<file path="src/rtl/bmem_pkg.sv">
// Shared burst-memory constants and the adapter FSM state type.
// Imported by the cache-line adapter and by any memory model driving it.
`timescale 1ns/1ps
package bmem_pkg;
  localparam int LINE_W    = 256;
  localparam int BEAT_W    = 64;
  localparam int BURST_LEN = 4;
  localparam int CNT_W     = $clog2(BURST_LEN);

  typedef enum logic [1:0] {
    ST_IDLE     = 2'd0,
    ST_RD_BURST = 2'd1,
    ST_WR_BURST = 2'd2,
    ST_DONE     = 2'd3
  } state_e;
endpackage

</file>
<file path="src/rtl/cacheline_adapter.sv">
// Converts 256-bit cache line reads/writebacks into 4-beat 64-bit bursts.
// Build option CACHELINE_ADAPTER_FAST_RESP_EN: completes in the 4th-beat cycle (no DONE state).
//
// state       | meaning
// ST_IDLE     | sample line_write / line_read each cycle (write wins)
// ST_RD_BURST | bmem_read held, one beat stored per bmem_resp
// ST_WR_BURST | bmem_write held, bmem_wdata = latched beat[cnt]
// ST_DONE     | one-cycle line_resp, strobes low (absent in fast build)
`timescale 1ns/1ps
module cacheline_adapter
  import bmem_pkg::*;
#(
  parameter int ADDR_W = 32
) (
  input  logic              clk,
  input  logic              rst_n,
  input  logic [ADDR_W-1:0] line_addr,
  input  logic              line_read,
  input  logic              line_write,
  input  logic [LINE_W-1:0] line_wdata,
  output logic [LINE_W-1:0] line_rdata,
  output logic              line_resp,
  output logic [ADDR_W-1:0] bmem_address,
  output logic              bmem_read,
  output logic              bmem_write,
  output logic [BEAT_W-1:0] bmem_wdata,
  input  logic [BEAT_W-1:0] bmem_rdata,
  input  logic              bmem_resp
);

  typedef logic [BURST_LEN-1:0][BEAT_W-1:0] line_t;

  state_e            state_q, state_d;
  logic [CNT_W-1:0]  cnt_q, cnt_d;
  logic [ADDR_W-1:0] addr_q, addr_d;
  logic              rd_q, rd_d;
  logic              wr_q, wr_d;
  line_t             wbuf_q, wbuf_d;
  line_t             asm_q, asm_d;
  line_t             rdata_q, rdata_d;
  logic              last_beat;
  logic              unused_addr_lsbs;

  assign unused_addr_lsbs = ^line_addr[4:0];
  assign last_beat = bmem_resp && (cnt_q == CNT_W'(BURST_LEN - 1));

  always_ff @(posedge clk or negedge rst_n) begin
    if (!rst_n) begin
      state_q <= ST_IDLE;
      cnt_q   <= '0;
      addr_q  <= '0;
      rd_q    <= 1'b0;
      wr_q    <= 1'b0;
      wbuf_q  <= '0;
      asm_q   <= '0;
      rdata_q <= '0;
    end else begin
      state_q <= state_d;
      cnt_q   <= cnt_d;
      addr_q  <= addr_d;
      rd_q    <= rd_d;
      wr_q    <= wr_d;
      wbuf_q  <= wbuf_d;
      asm_q   <= asm_d;
      rdata_q <= rdata_d;
    end
  end

  always_comb begin
    state_d = state_q;
    cnt_d   = cnt_q;
    addr_d  = addr_q;
    rd_d    = rd_q;
    wr_d    = wr_q;
    wbuf_d  = wbuf_q;
    asm_d   = asm_q;
    rdata_d = rdata_q;
    case (state_q)
      ST_IDLE: begin
        if (line_write || line_read) begin
          state_d = line_write ? ST_WR_BURST : ST_RD_BURST;
          wr_d    = line_write;
          rd_d    = !line_write;
          addr_d  = {line_addr[ADDR_W-1:5], 5'b0};
          cnt_d   = '0;
          wbuf_d  = line_wdata;
        end
      end
      ST_RD_BURST, ST_WR_BURST: begin
        if (bmem_resp) begin
          cnt_d = cnt_q + CNT_W'(1);
          if (state_q == ST_RD_BURST) asm_d[cnt_q] = bmem_rdata;
          if (last_beat) begin
            rd_d = 1'b0;
            wr_d = 1'b0;
            // Only a completed read replaces the visible line.
            if (state_q == ST_RD_BURST) rdata_d = asm_d;
`ifdef CACHELINE_ADAPTER_FAST_RESP_EN
            state_d = ST_IDLE;
`else
            state_d = ST_DONE;
`endif
          end
        end
      end
      ST_DONE: state_d = ST_IDLE;
      default: state_d = ST_IDLE;
    endcase
  end

  assign bmem_address = addr_q;
  assign bmem_read    = rd_q;
  assign bmem_write   = wr_q;
  assign bmem_wdata   = wr_q ? wbuf_q[cnt_q] : '0;

`ifdef CACHELINE_ADAPTER_FAST_RESP_EN
  assign line_resp  = ((state_q == ST_RD_BURST) || (state_q == ST_WR_BURST)) && last_beat;
  // rdata_d carries the freshly assembled line during the final read beat.
  assign line_rdata = rdata_d;
`else
  assign line_resp  = (state_q == ST_DONE);
  assign line_rdata = rdata_q;
`endif

endmodule

</file>
<file path="config.mk">
export PLATFORM = sky130hd
export DESIGN_NAME = cacheline_adapter
export DESIGN_NICKNAME = d
export VERILOG_FILES = /design/src/rtl/bmem_pkg.sv /design/src/rtl/cacheline_adapter.sv
export SDC_FILE = /design/constraint.sdc
export NUM_CORES = 1
export LEC_CHECK = 0
export BUFFER_PORTS_ARGS = -buffer_cell sky130_fd_sc_hd__buf_2
export CAP_MARGIN = 20
export CORE_UTILIZATION = 40
export DETAILED_ROUTE_END_ITERATION = 10
export GPL_TIMING_DRIVEN = 0
export PLACE_DENSITY_LB_ADDON = 0.08
export RECOVER_POWER = 25
export SLEW_MARGIN = 0
export SYNTH_ARGS = -nofsm -noshare
export SYNTH_HDL_FRONTEND = slang
export SYNTH_SLANG_ARGS = --single-unit
</file>
<file path="constraint.sdc">
create_clock -name clk -period 2.3 [get_ports clk]
set_clock_uncertainty 0.15 [all_clocks]
set_input_delay 0.345 -clock clk [delete_from_list [all_inputs] [get_ports clk]]
set_output_delay 0.345 -clock clk [all_outputs]
set_load 0.005 [all_outputs]
</file>
==> impl_results.md, run 1 <==
* Status: complete, but fails checks
* Failing checks: negative hold slack, negative setup slack
* Commonest cells in the netlist: dfrtp_1 (737), mux2_2 (469), nand2_1 (197)
* Most used cell, CP: clkbuf_16
* RR Startpoint: cnt_q[0]
* TritonCTS clock tree: done
* First-pass GRT wire length at 145.9 mm
* # IOs at between 700 and 800
* Number of global-route vias before repair at between 20k and 25k
* Die Span Y at around 280 µm
* Cts hold-fix bufs at ~350
* Setup ws final at -0.4872 ns
* Asr flop ratio synth at 100.0%
* Antenna viol nets, final at 0
* Data required time of the worst path at about 1.8 ns
* Area grow syn2layout at 40.26%
* Arrival time worst endpoint at approximately 2.3 ns
* DR pass1 iterations at 5
* PortBufs at around 700
* Nets at 3733
* Seq/Total Area, Yosys at ~59%
* Initial antenna violation count at 5
* Setup tns final at -46.64 ns
* Clock Tree Root: clkbuf_16
* Post-Layout Inst Area at about 44000 µm²
* Initial Utilization at between 40% and 50%
* FF-to-FF End: asm_q[52]
* Worst R2R Path Depth at 10
* Tot GR Track Use at roughly a quarter
* Clock sink total at 737
* Fin crit share at 121.2%
* Avg WL per Cell at between 20 and 25 µm
* DRC viols at 0
* Synth area leader: dfrtp_1
* Cell Area, Synth at 31430 µm²
* Synth top area share at just under 60%
* Post-synth top flop: dfrtp_1
* Final wirelength at between 90 and 100 mm
* Final critical-path required period at ~2.8 ns
* Initial DRC count at approximately 980
* CTS max path bufs at 3
* EDFF count, synth at 0
* Synth top area cells: dfrtp_1 (59%), mux2_2 (17%), mux2i_1 (6.1%), mux4_2 (4.6%), o21ai_0 (3.1%)
* Worst-Skew Late Latency at 0.62 ns
* DP Area at ~36000 µm²
* Slew HR at 7.553%
* Leakage at approximately 22 nW
* Pin count of the biggest net entering global routing at 118
* Worst-path clk slew at approximately 0.06 ns
* Mapped Cells at 2179
* Biggest cell delay along the critical path at approximately 0.48 ns
* CP Max Fanout at 7
* Worst Setup End Kind: output pin
* Final core occ at between 50 and 60%
* Dpl ws at -0.9731 ns
* CORE AREA at 77590 µm²
* Worst Tran Pin Value at between 1 and 1.5 ns
* Crit-path slowest cell: mux4_2
* Via/cell ratio at ~5
* Distinct cells, synth at 31
* Final Hold Vio Count at 74
* Number of buffers created by CTS at between 80 and 90
* RSZ-0062 raised after global routing: yes
* Hold Crit Class: primary input to async pin
* Slew Viols, Final at 0
* Max-cap viol count at 0
* Peak supply drop at 0.0007264 V
* Horiz. Die Dim at 282.3 µm
* H-tree Lvls at 3
* Worst-path cell chain: clkbuf_16, buf_12, clkbuf_16, mux4_2, and2_1, buf_2
* Overflow after GRT at 0
* Dpl hpwl at 69.53 mm
* CP Capture Point: bmem_wdata[49]
* Critical path startpoint category: flop
* #FFs+latches synth at approximately 740
* Crit path from: cnt_q[0]
* # rows at about 100
* Pwr Density at ~1300 nW/µm²
* Highest attainable clock frequency at 358.8 MHz
* Via count at approximately 22k
* Gp weighted congestion at 0.8554
* Final setup vio count at about 240
* WS Path Type: flop to output pin
* Count leader, synth: dfrtp_1
* Syn avg cell area at between 10 and 15 µm²
* Die Footprint at ~80000 µm²
* Layout cells sized above 1 at around 48%
* Final hold slack at -0.1451 ns
* Flop2flop setup slack at -0.04 ns
* Syn. warnings at 0
layout make-up:
| class | count | area [µm²] |
|---|---|---|
| diodes | 5 | 12.51 |
| plain buffers | 146 | 1305 |
| clock buffers | 115 | 2380 |
| clock inverters | 29 | 341.6 |
| fillers | 6630 | 33510 |
| inverters | 5 | 27.53 |
| multi-input cells | 1295 | 12300 |
| flip-flops and latches | 737 | 18440 |
| well taps | 1040 | 1301 |
| repair buffers | 1101 | 7966 |
how the worst min path moves through the flow:
stage,end,slack (ns)
floorplan,asm_q[0],-0.10
global placement,line_rdata[26],0.31
detailed placement,line_rdata[51],0.24
CTS,line_rdata[49],-0.53
global route,line_rdata[52],-0.05
finish,line_rdata[114],-0.15
report_power, final:
group	internal (mW)	switching [mW]
combinational	12.1	8.66
sequential	18.5	2.90
clock	7.89	5.40
registers in the layout (all words and copies together) (netlist names):
| register | count |
|---|---|
| line_rdata | 256 |
| wbuf_q | 256 |
| asm_q | 192 |
| bmem_address | 27 |
| cnt_q | 2 |
| state_q | 2 |
| bmem_read | 1 |
| bmem_write | 1 |
layout by cell type, fill, tap and decap left out, drive strengths merged, types with 2 or more instances in the layout:
cell,n
nand2b,2
ha,8
o21ai,196
and2,65
diode,5
clkbuf,177
clkinv,19
nand2,201
dfrtp,737
bufinv,6
mux4,64
nor2,2
a21o,2
dlygate4sd3,349
buf,834
mux2,541
nor3b,2
inv,6
clkinvlp,3
mux2i,193
nand3,4
nor2b,2
conb,5
a21oi,3
bufbuf,2
per-stage QoR:
stage,total power [mW],cells
6_report,55.51,4473
5_1_grt,58.74,4472
4_1_cts,55.47,4454
3_5_place_dp,40.16,3930
3_3_place_gp,39.46,3924
2_1_floorplan,33.08,2183
cell families (layout without fill, tap and decap cells):
group	Yosys count	in the layout	synth area share, %
buffers and inverters	152	1396	2.719
multiplexers	798	798	30.84
AND/OR/NAND/NOR	278	279	4.105
other	1	10	0.01193
adder cells (fa/ha/maj)	8	8	0.3185
AO/OA/AOI/OAI	205	205	3.324
flip-flops	737	737	58.69
critical path, delay by kind of cell, from the launching register on:
family / cells / cell delay [ns]
buffers and inverters: 4 / 0.62
multiplexers: 1 / 0.48
AND/OR/NAND/NOR: 1 / 0.16
flip-flops: 1 / 0.39
per-layer routing:
metal,vias up,GRT usage (%),share of wire [%]
li1,10110,-,-
met1,11390,29.35,40
met2,534,43.25,52
met3,138,5.171,5.3
met4,0,7.845,2.6
met5,-,0,0
timing repair:
action	4_1_cts	5_1_grt
setup endpoints to repair	1006	392
hold endpoints to repair	802	92
gates cloned	6	10
gates resized for setup	149	86
buffers inserted	23	5
pin swaps	5	4
Power figures use the tool's default switching activity.
==> inputs of run 2 (changes only) <==
- clock period: 2.3 -> 3.4 ns (I/O delays scaled with it)
==> impl_results.md, run 2 (same netlist as run 1, synthesis figures left out) <==
* Final hold slack at 0.04019 ns
* Most frequent cells in the layout: dfrtp_1 (737), buf_2 (552), mux2_2 (469), dlygate4sd3_1 (279), clkbuf_1 (277)
* Data required time of the worst path at 2.74 ns
* Die Footprint at about 80000 µm²
* Avg WL per Cell at ~22 µm
* Worst Tran Pin Value at approximately 0.96 ns
* TritonCTS clock tree: done
* H-tree Lvls at 3
* Nets at around 3.6k
* Slew HR at between 30 and 40%
* Pin count of the biggest net entering global routing at about 120
* Worst R2R Path Depth at 8
* Most common cell after layout, fill and taps aside: dfrtp_1
* Arrival time worst endpoint at between 2 and 3 ns
* Clock sink total at 737
* Gp weighted congestion at approximately 0.86
* Overflow after GRT at 0
* RR Startpoint: cnt_q[1]
* DRC viols at 0
* Final setup vio count at 0
* Pwr Density at roughly 860 nW/µm²
* RSZ-0062 raised after global routing: no
* Slew Viols, Final at 0
* Layout cells sized above 1 at around two fifths
* WS Path Type: flop to output pin
* Worst-path clk slew at 0.06 ns
* Hold Crit Start: line_wdata[161]
* Initial Utilization at about two fifths
* Cell Int Power at between 20 and 25 mW
* Highest attainable clock frequency at 311.6 MHz
* Die Span Y at 282.3 µm
* Multi-input logic area at 12140 µm²
* Area grow syn2layout at 32.77%
* Total chip power at 36.00 mW
* CP Max Fanout at 10
* Fin crit share at between 90% and 100%
* Via/cell ratio at ~5.0
* Setup tns final at 0 ns
* Worst Setup End Kind: output pin
* Status: complete, no violations
* Sw Share at a little under a third
* Crit-path slowest cell: clkbuf_1
* Hold Crit Class: primary input to flop
* Clock share of power at between 20% and 30%
* Peak supply drop at 0.0004893 V
* Dpl hpwl at 69.53 mm
* Setup ws final at roughly 0.19 ns
* Worst-path cell chain: clkbuf_1, mux4_2, and2_1, buf_2
* Horiz. Die Dim at approximately 280 µm
* CTS max path bufs at 3
* Hold path depth at 2
* Flop2flop setup slack at 0.38 ns
* DR pass1 iterations at 7
* Worst-Skew Late Latency at between 0.6 and 0.7 ns
* Initial antenna violation count at 8
* Dpl ws at -0.03809 ns
* Clock Tree Root: clkbuf_16
* Antenna viol nets, final at 0
* Final Hold Vio Count at 0
* Tot GR Track Use at 23.70%
* Leakage at 20.42 nW
* Net Switching at 11.15 mW
* Hold EP: wbuf_q[161]
* Via count at about 22k
* # rows at 102
* Number of global-route vias before repair at 23.45k
* Initial DRC count at around 900
* Critical path startpoint category: flop
* CORE AREA at around 78000 µm²
* Flip-flop and latch area at 18440 µm²
* PortBufs at approximately 700
* FF-to-FF End: line_rdata[5]
* Number of buffers created by CTS at around 80
* Sequential power share at 40.3%
* Biggest cell delay along the critical path at just over 0.7 ns
* Final critical-path required period at approximately 3.2 ns
* Comb pwr share at approximately a third
* Final non-filler cell total at roughly 4.4k
* Final wirelength at ~95 mm
* Number of placed instances, taps included at between 3k and 4k
* Fill count at roughly 6.9k
* Max-cap viol count at 0
* # IOs at between 700 and 800
* First-pass GRT wire length at between 100 and 150 mm
## run 2: cell count changes in the layout (fill, tap and decap cells not counted), moves of 24 or more
cell and change:
clkbuf_1 +244, buf_2 -159, dlygate4sd3_1 -70, buf_4 -34, buf_12 -24
## run 2: area by class of cell
type	instances	share of cell area (%)
Sequential cell	737	44.20
Multi-Input combinational cell	1294	29.11
Timing Repair Buffer	987	14.92
Clock buffer	115	5.704
Tap cell	1040	3.119
Buffer	147	2.036
Clock inverter	29	0.8187
Antenna cell	9	0.05398
Inverter	5	0.04498
## run 2: how the worst max path moves through the flow
| stage | start | to | slack [ns] | cells after the start |
|---|---|---|---|---|
| 2_1_floorplan | cnt_q[0] | bmem_wdata[48] | 1.15 | 5 |
| 3_3_place_gp | rst_n | bmem_address[11] | -13.88 | 1 |
| 3_5_place_dp | rst_n | bmem_address[11] | -0.04 | 5 |
| 4_1_cts | cnt_q[0] | bmem_wdata[26] | 0.03 | 5 |
| 5_1_grt | rst_n | line_rdata[212] | 0.03 | 6 |
| 6_report | cnt_q[1] | bmem_wdata[15] | 0.19 | 4 |
## run 2: power groups by stage
stage / Clock (mW) / Sequential [mW] / Combinational (mW)
after CTS: 9.22 / 14.5 / 12.9
final: 8.99 / 14.5 / 12.5
after floorplan: 0 / 14.1 / 8.25
after detailed placement: 0 / 14.6 / 12.6
after global placement: 0 / 14.4 / 12.3
after global routing: 9.57 / 15.0 / 13.6
## run 2: what timing repair did
action,4_1_cts,5_1_grt
endpoints found under the setup margin,61,265
hold endpoints to repair,370,0
setup buffers,0,0
cloned,0,1
hold buffers,279,0
gates resized for setup,5,4
## run 2: worst max-delay path: cells and delay by family (launching register included)
kind / cells / cell delay, ns
buffers and inverters: 2 / 0.84
DFF: 1 / 0.47
and+or+nand+nor: 1 / 0.18
muxes: 1 / 0.43
## run 2: stage by stage
step / utilization [%] / area, µm²
floorplan: - / 31440
global placement: 46.72 / 36250
detailed placement: 46.94 / 36430
CTS: 54.06 / 41950
global route: 53.77 / 41720
finish: 53.77 / 41720
## run 2: per-layer routing
| metal | wire length [µm] | track usage [%] | vias to the layer above |
|---|---|---|---|
| met1 | 37670 | 27.87 | 11070 |
| li1 | - | - | 9874 |
| met4 | 2794 | 8.455 | 0 |
| met3 | 6099 | 5.798 | 143 |
| met5 | 0 | 0 | - |
| met2 | 48800 | 41.86 | 576 |
